`config.mk`:
```
export PLATFORM = sky130hd
export DESIGN_NAME = muldiv_unit
export DESIGN_NICKNAME = d
export VERILOG_FILES = /design/src/rtl/muldiv_unit.sv
export SDC_FILE = /design/constraint.sdc
export NUM_CORES = 1
export LEC_CHECK = 0
export CAP_MARGIN = 10
export CORE_ASPECT_RATIO = 0.8
export CORE_MARGIN = 4
export CORE_UTILIZATION = 35
export CTS_BUF_LIST = sky130_fd_sc_hd__clkbuf_8
export CTS_CLUSTER_SIZE = 40
export DETAILED_ROUTE_END_ITERATION = 10
export PLACE_DENSITY = 0.49
export RECOVER_POWER = 100
export SYNTH_ARGS = -nofsm -noshare
export SYNTH_HDL_FRONTEND = slang
export SYNTH_SLANG_ARGS = --single-unit
export TNS_END_PERCENT = 100
```
`constraint.sdc`:
```
create_clock -name clk -period 4.1 [get_ports clk]
set_clock_uncertainty 0.15 [all_clocks]
set_input_delay 0.615 -clock clk [delete_from_list [all_inputs] [get_ports clk]]
set_output_delay 0.615 -clock clk [all_outputs]
set_load 0.05 [all_outputs]
```
`src/rtl/muldiv_unit.sv`:
```
// Iterative RV32M multiply/divide: shift-add multiply, restoring divide, one bit per cycle.
// Latency: done in cycle 34 after the start cycle (cycle 2 for divide-by-zero / signed overflow).
// Backpressure: busy stays high from cycle 1 until done; start is ignored while busy, and flush aborts to IDLE.
// Ports: clk/rst_n (async active-low); start/op/opa/opb/rd_in request; flush abort;
//        busy stall; done one-cycle write-back strobe with registered result/rd_out.
module muldiv_unit #(
    parameter int XLEN = 32
) (
    input  logic            clk,
    input  logic            rst_n,
    input  logic            start,
    input  logic [2:0]      op,
    input  logic [XLEN-1:0] opa,
    input  logic [XLEN-1:0] opb,
    input  logic [4:0]      rd_in,
    input  logic            flush,
    output logic            busy,
    output logic            done,
    output logic [XLEN-1:0] result,
    output logic [4:0]      rd_out
);
    localparam logic [1:0] ST_IDLE = 2'd0;
    localparam logic [1:0] ST_CALC = 2'd1;
    localparam logic [1:0] ST_FIX  = 2'd2;
    localparam logic [1:0] ST_DONE = 2'd3;
    localparam logic [5:0] CNT_LAST = 6'(XLEN - 1);
    localparam logic [XLEN-1:0] INT_MIN = {1'b1, {(XLEN-1){1'b0}}};

    logic [1:0]        state_q, state_d;
    logic [5:0]        cnt_q, cnt_d;
    logic [2:0]        op_q, op_d;
    logic [4:0]        rd_q, rd_d;
    logic [XLEN-1:0]   a_q, a_d;       // multiplicand magnitude
    logic [XLEN-1:0]   b_q, b_d;       // divisor magnitude
    logic [2*XLEN-1:0] acc_q, acc_d;   // product, or {unused, dividend->quotient}
    logic [XLEN-1:0]   rem_q, rem_d;   // divide partial remainder
    logic              neg_q, neg_d;   // product / quotient must be negated
    logic              negr_q, negr_d; // remainder must be negated (dividend sign)
    logic              done_q, done_d;
    logic [XLEN-1:0]   result_q, result_d;
    logic [4:0]        rd_out_q, rd_out_d;

    // Operand signs and magnitudes at request time.
    logic            a_signed, b_signed, sa, sb, div_zero, div_ovf;
    logic [XLEN-1:0] mag_a, mag_b;
    assign a_signed = (op != 3'b011) && (op != 3'b101) && (op != 3'b111);
    assign b_signed = a_signed && (op != 3'b010);
    assign sa       = a_signed && opa[XLEN-1];
    assign sb       = b_signed && opb[XLEN-1];
    assign mag_a    = sa ? -opa : opa;
    assign mag_b    = sb ? -opb : opb;
    assign div_zero = op[2] && (opb == '0);
    assign div_ovf  = op[2] && !op[0] && (opa == INT_MIN) && (opb == '1);

    // Multiply step: conditionally add multiplicand into the high half, then shift right.
    logic [XLEN:0]     mul_sum;
    logic [2*XLEN-1:0] mul_nx;
    assign mul_sum = {1'b0, acc_q[2*XLEN-1:XLEN]} + {1'b0, a_q};
    assign mul_nx  = acc_q[0] ? {mul_sum, acc_q[XLEN-1:1]} : {1'b0, acc_q[2*XLEN-1:1]};

    // Restoring divide step on a 33-bit partial remainder; the borrow bit of the
    // trial subtraction decides whether the quotient bit is 1.
    logic [XLEN:0]   rem_sh, rem_diff;
    logic            q_bit;
    assign rem_sh   = {rem_q, acc_q[XLEN-1]};
    assign rem_diff = rem_sh - {1'b0, b_q};
    assign q_bit    = !rem_diff[XLEN];

    // Sign correction and output selection.
    logic [2*XLEN-1:0] prod_f;
    logic [XLEN-1:0]   quo_f, rem_f, fix_res;
    assign prod_f = neg_q  ? -acc_q : acc_q;
    assign quo_f  = neg_q  ? -acc_q[XLEN-1:0] : acc_q[XLEN-1:0];
    assign rem_f  = negr_q ? -rem_q : rem_q;

    always_comb begin
        case (op_q)
            3'b000:                 fix_res = prod_f[XLEN-1:0];
            3'b001, 3'b010, 3'b011: fix_res = prod_f[2*XLEN-1:XLEN];
            3'b100, 3'b101:         fix_res = quo_f;
            default:                fix_res = rem_f;
        endcase
    end

    always_comb begin
        state_d  = state_q;
        cnt_d    = cnt_q;
        op_d     = op_q;
        rd_d     = rd_q;
        a_d      = a_q;
        b_d      = b_q;
        acc_d    = acc_q;
        rem_d    = rem_q;
        neg_d    = neg_q;
        negr_d   = negr_q;
        done_d   = 1'b0;
        result_d = result_q;
        rd_out_d = rd_out_q;
        case (state_q)
            ST_IDLE: begin
                if (start) begin
                    op_d   = op;
                    rd_d   = rd_in;
                    cnt_d  = '0;
                    a_d    = mag_a;
                    b_d    = mag_b;
                    rem_d  = '0;
                    neg_d  = sa ^ sb;
                    negr_d = sa;
                    state_d = ST_CALC;
                    if (!op[2]) begin
                        acc_d = {{XLEN{1'b0}}, mag_b};
                    end else if (div_zero || div_ovf) begin
                        // Final quotient/remainder loaded directly; FIX passes them through.
                        acc_d   = {{XLEN{1'b0}}, div_zero ? {XLEN{1'b1}} : INT_MIN};
                        rem_d   = div_zero ? opa : '0;
                        neg_d   = 1'b0;
                        negr_d  = 1'b0;
                        state_d = ST_FIX;
                    end else begin
                        acc_d = {{XLEN{1'b0}}, mag_a};
                    end
                end
            end
            ST_CALC: begin
                cnt_d = cnt_q + 6'd1;
                if (!op_q[2]) begin
                    acc_d = mul_nx;
                end else begin
                    acc_d = {acc_q[2*XLEN-1:XLEN], acc_q[XLEN-2:0], q_bit};
                    rem_d = q_bit ? rem_diff[XLEN-1:0] : rem_sh[XLEN-1:0];
                end
                if (cnt_q == CNT_LAST) begin
                    state_d = ST_FIX;
                end
            end
            ST_FIX: begin
                result_d = fix_res;
                rd_out_d = rd_q;
                done_d   = 1'b1;
                state_d  = ST_DONE;
            end
            default: begin
                state_d = ST_IDLE;
            end
        endcase
        // Abort wins over everything: no write-back, outputs keep their last values.
        if (flush) begin
            state_d  = ST_IDLE;
            done_d   = 1'b0;
            result_d = result_q;
            rd_out_d = rd_out_q;
        end
    end

    always_ff @(posedge clk or negedge rst_n) begin
        if (!rst_n) begin
            state_q  <= ST_IDLE;
            cnt_q    <= '0;
            op_q     <= '0;
            rd_q     <= '0;
            a_q      <= '0;
            b_q      <= '0;
            acc_q    <= '0;
            rem_q    <= '0;
            neg_q    <= 1'b0;
            negr_q   <= 1'b0;
            done_q   <= 1'b0;
            result_q <= '0;
            rd_out_q <= '0;
        end else begin
            state_q  <= state_d;
            cnt_q    <= cnt_d;
            op_q     <= op_d;
            rd_q     <= rd_d;
            a_q      <= a_d;
            b_q      <= b_d;
            acc_q    <= acc_d;
            rem_q    <= rem_d;
            neg_q    <= neg_d;
            negr_q   <= negr_d;
            done_q   <= done_d;
            result_q <= result_d;
            rd_out_q <= rd_out_d;
        end
    end

    assign busy   = (state_q != ST_IDLE);
    assign done   = done_q;
    assign result = result_q;
    assign rd_out = rd_out_q;
endmodule

```
==> results.toml <==
[outcome]
outcome = "complete, but fails checks"
violated_checks = "capacitance limit, slew limit"

[die]
floorplan.initialDensity_pct = 35.53
ios = 115
die_height_um = 206.6
die_area_um2 = 52930
core-area_um2 = 48560
placementRows = 72
die_width_um = 256.2

[clock_tree]
clock_insertion_delay_worst_skew_ns = 0.60
cts.sinks = 216
ctsHtreeMaxLevel = 2
clk_pin_slew_ns = 0.06
clock_tree.root_cell = "sky130_fd_sc_hd__clkbuf_8"
max-clock-path-buffers = 3
cts_resized = 0
tritoncts.num_buffers = 41
cts_tree = "done"

[pwr]
ir_worst_vdd_mv = 0.7160
power.density_nw_per_um2 = 934.8
cellLeakagePower_nw = 8.823

[synthesis]
netlist_top_cells_area = "sky130_fd_sc_hd__dfrtp_1, sky130_fd_sc_hd__nand2_1, sky130_fd_sc_hd__o21ai_0"
synth_top_cell_by_area = "sky130_fd_sc_hd__dfrtp_1"
ys_ff_latch = 216
synth-edff-count = 0
synth_async_sr_flop_share_pct = 100.0
yosysUniqueCellTypes = 85
synthFlopType = "sky130_fd_sc_hd__dfrtp_1"
synth-seq-area-share_pct = 31.33
synth_cells = 2147
yosys_warnings = 0
synth_nets = 2299
synth_largest_type_area_fraction_pct = 31.33
syn_area_um2 = 17250
postSynthAreaPerCell_um2 = 8.035

[detailed_routing]
remaining_drc_errors = 0
detail_route.first_pass.iterations = 6
drt_wl_total_um = 72210
drt-wirelength-per-cell_um = 24.50
vias_per_cell = 5.854
detail-route-antenna-nets = 0
drt_iter0_drc = 1880
routed-via-count = 17250

[setup_path]
critPathMaxStageDelay_ns = 0.76
critical_path.top_delay_family = "simple AND/OR/NAND/NOR gates"
arrival_ns = 4.30
crit_slowest_cell = "sky130_fd_sc_hd__a222oi_1"
cpMostUsedCell = "sky130_fd_sc_hd__or4_4"
worstPathRequired_ns = 4.41
critical_path.endpoint_type = "flop"
worstPathMaxFanout = 5
critPathBufInv = 1
worstSetupPathType = "flop to flop"
series_of_cell_instances_along_the_critical_path = "or4_4 > or4_4 > or4_4 > or3_1 > nand2_2 > xnor2_1 > a222oi_1 > buf_4 > o21ai_1"
critical_path.startpoint_type = "flop"

[sta]
setup-violations-final = 0
timing_hold_violations_final = 0
setup_total_negative_slack_ns = 0
final.min_clock_period_ns = 3.986
final_min_period_over_clock_period_pct = 97.21
max_clock_freq_mhz = 250.9
rsz0062_at_grt = "no"
max-slew-margin-rel_pct = -79.85
tightestPinTransition_ns = 2.698
maxSlewViolCount = 229

[global_route]
grt-ovfl-total = 0
grtUsageMet1_pct = 39.34
grt.busiest_layer = "met1"
grt_first_pass_wirelength_um = 107200
groute.usage.overall_pct = 26.62
grt_start_max_net_pins = 141
groute.layer.met3.usage_pct = 7.611
number_of_antenna_violations_at_the_first_check_in_global_routing = 2
vias_in_the_first_global_route = 16270
grt.met2_usage_pct = 37.58

[flow_run]
max-cap-violations = 2

[layout]
final_cell_area_um2 = 20370
final_core_utilization_pct = 41.94
final_layout_size_suffix_gt1_share_pct = 9.318
inserted_diodes = 0
area_growth_syn_to_layout_pct = 18.05
finalNetCount = 2442

[place]
io_buffer_count = 114
place_hpwl_um = 56280
place_area_um2 = 19660
place_congestion = 0.9630

[hold_path]
hold_path_class = "flop to flop"
[where the power goes]
group          switching (mW)  total [mW]  internal [mW]
sequential               1.21        4.32           3.11
clock                    1.04        2.22           1.19
combinational            7.93        12.5           4.57
[cells in the mapped netlist, types with 11 or more instances]
cell	instances
sky130_fd_sc_hd__nor2_1	141
sky130_fd_sc_hd__nand2b_1	22
sky130_fd_sc_hd__buf_1	11
sky130_fd_sc_hd__nand3_1	39
sky130_fd_sc_hd__mux2_2	14
sky130_fd_sc_hd__or4_1	23
sky130_fd_sc_hd__nand4_1	26
sky130_fd_sc_hd__inv_1	69
sky130_fd_sc_hd__a21oi_1	148
sky130_fd_sc_hd__nor3_1	33
sky130_fd_sc_hd__o22ai_1	21
sky130_fd_sc_hd__o221ai_1	12
sky130_fd_sc_hd__o21ai_0	215
sky130_fd_sc_hd__xor2_1	102
sky130_fd_sc_hd__clkbuf_1	112
sky130_fd_sc_hd__nor4_1	15
sky130_fd_sc_hd__o41ai_1	19
sky130_fd_sc_hd__xnor2_1	100
sky130_fd_sc_hd__and3_1	14
sky130_fd_sc_hd__mux2i_1	51
sky130_fd_sc_hd__o31ai_1	43
sky130_fd_sc_hd__a22oi_1	22
sky130_fd_sc_hd__a31oi_1	38
sky130_fd_sc_hd__ha_1	74
sky130_fd_sc_hd__a21o_1	50
sky130_fd_sc_hd__or3_1	26
sky130_fd_sc_hd__nand2_1	292
sky130_fd_sc_hd__o211ai_1	16
sky130_fd_sc_hd__dfrtp_1	216
[kinds of logic after synthesis]
family	share of synthesized area, %
flops	31.33
buf+inv	4.758
mux	3.873
xor+xnor	10.26
fa+ha+maj	5.599
compound gates	25.62
simple gates	18.56
[worst reg2reg max path: stages, from the launching register on]
cell and delay (ns):
sky130_fd_sc_hd__dfrtp_1 0.37, sky130_fd_sc_hd__or4_4 0.57, sky130_fd_sc_hd__or4_4 0.45, sky130_fd_sc_hd__or4_4 0.55, sky130_fd_sc_hd__or3_1 0.48, sky130_fd_sc_hd__nand2_2 0.13
sky130_fd_sc_hd__xnor2_1 0.10, sky130_fd_sc_hd__a222oi_1 0.76, sky130_fd_sc_hd__buf_4 0.24, sky130_fd_sc_hd__o21ai_1 0.05
[through the flow]
stage	cells	total power [mW]	hold slack [ns]	worst slack, ns
3_3_place_gp	2875	16.60	0.2894	0.1154
2_1_floorplan	2147	12.49	0.1694	0.8331
6_report	2947	19.04	0.3141	0.1144
5_1_grt	2947	20.41	0.3382	0.03285
3_5_place_dp	2875	16.69	0.2990	0.1242
4_1_cts	2947	19.01	0.3165	0.2939
[cells in the final DEF (no fill, tap or decap), drive strengths merged, types with 15 or more instances in the layout]
cell / netlist / routed
a21o: 50 / 50
a21oi: 148 / 148
a22oi: 22 / 22
a31oi: 38 / 38
buf: 22 / 98
clkbuf: 114 / 81
clkdlybuf4s50: 0 / 72
dfrtp: 216 / 216
dlygate4sd3: 0 / 42
ha: 74 / 74
inv: 69 / 80
mux2i: 51 / 51
nand2: 293 / 293
nand2b: 22 / 22
nand3: 40 / 40
nand4: 26 / 26
nor2: 141 / 141
nor3: 34 / 34
nor4: 15 / 15
o211ai: 16 / 16
o21ai: 227 / 227
o22ai: 21 / 21
o31ai: 44 / 44
o41ai: 19 / 19
or3: 27 / 27
or4: 26 / 26
xnor2: 100 / 100
xor2: 102 / 102
[sequential cells by signal, summed over array words and instances (netlist names)]
| register | flops |
|---|---|
| a_q | 32 |
| acc_q | 64 |
| b_q | 32 |
| cnt_q | 6 |
| done | 1 |
| neg_q | 1 |
| negr_q | 1 |
| op_q | 3 |
| rd_out | 5 |
| rd_q | 5 |
| rem_q | 32 |
| result | 32 |
| state_q | 2 |
[final cells by class]
| type | count | area [µm²] |
|---|---|---|
| Inverter | 70 | 262.8 |
| Tap cell | 629 | 787.0 |
| Sequential cell | 216 | 5408 |
| Multi-Input combinational cell | 1723 | 11060 |
| Fill cell | 4903 | 28190 |
| Timing Repair Buffer | 238 | 2027 |
| Clock inverter | 16 | 68.82 |
| Clock buffer | 55 | 757.0 |
[layer usage]
| layer | wire (µm) | share of wire [%] |
|---|---|---|
| met3 | 7078 | 9.8 |
| met4 | 2076 | 2.9 |
| met1 | 34230 | 47 |
| met5 | 23 | 0.032 |
| met2 | 28800 | 40 |
[path summary, 6_finish.rpt]
path / start / endpoint / slack (ns) / depth (start not counted)
setup / recovery: rem_q[13] / result[22] / 0.11 / 9
hold / removal: rd_out[0] / rd_out[0] / 0.31 / 2
setup reg to reg: rem_q[13] / result[22] / 0.11 / 9
hold reg to reg: rd_out[0] / rd_out[0] / 0.31 / 2
max in group asynchronous: rst_n / acc_q[60] / 0.64 / 3
min in group asynchronous: rst_n / b_q[4] / 1.19 / 2
[timing repair]
item / 4_1_cts / 5_1_grt
setup buffers: 0 / 0
hold endpoints to repair: 85 / 0
hold buffers: 1 / 0
Power figures use the tool's default switching activity.
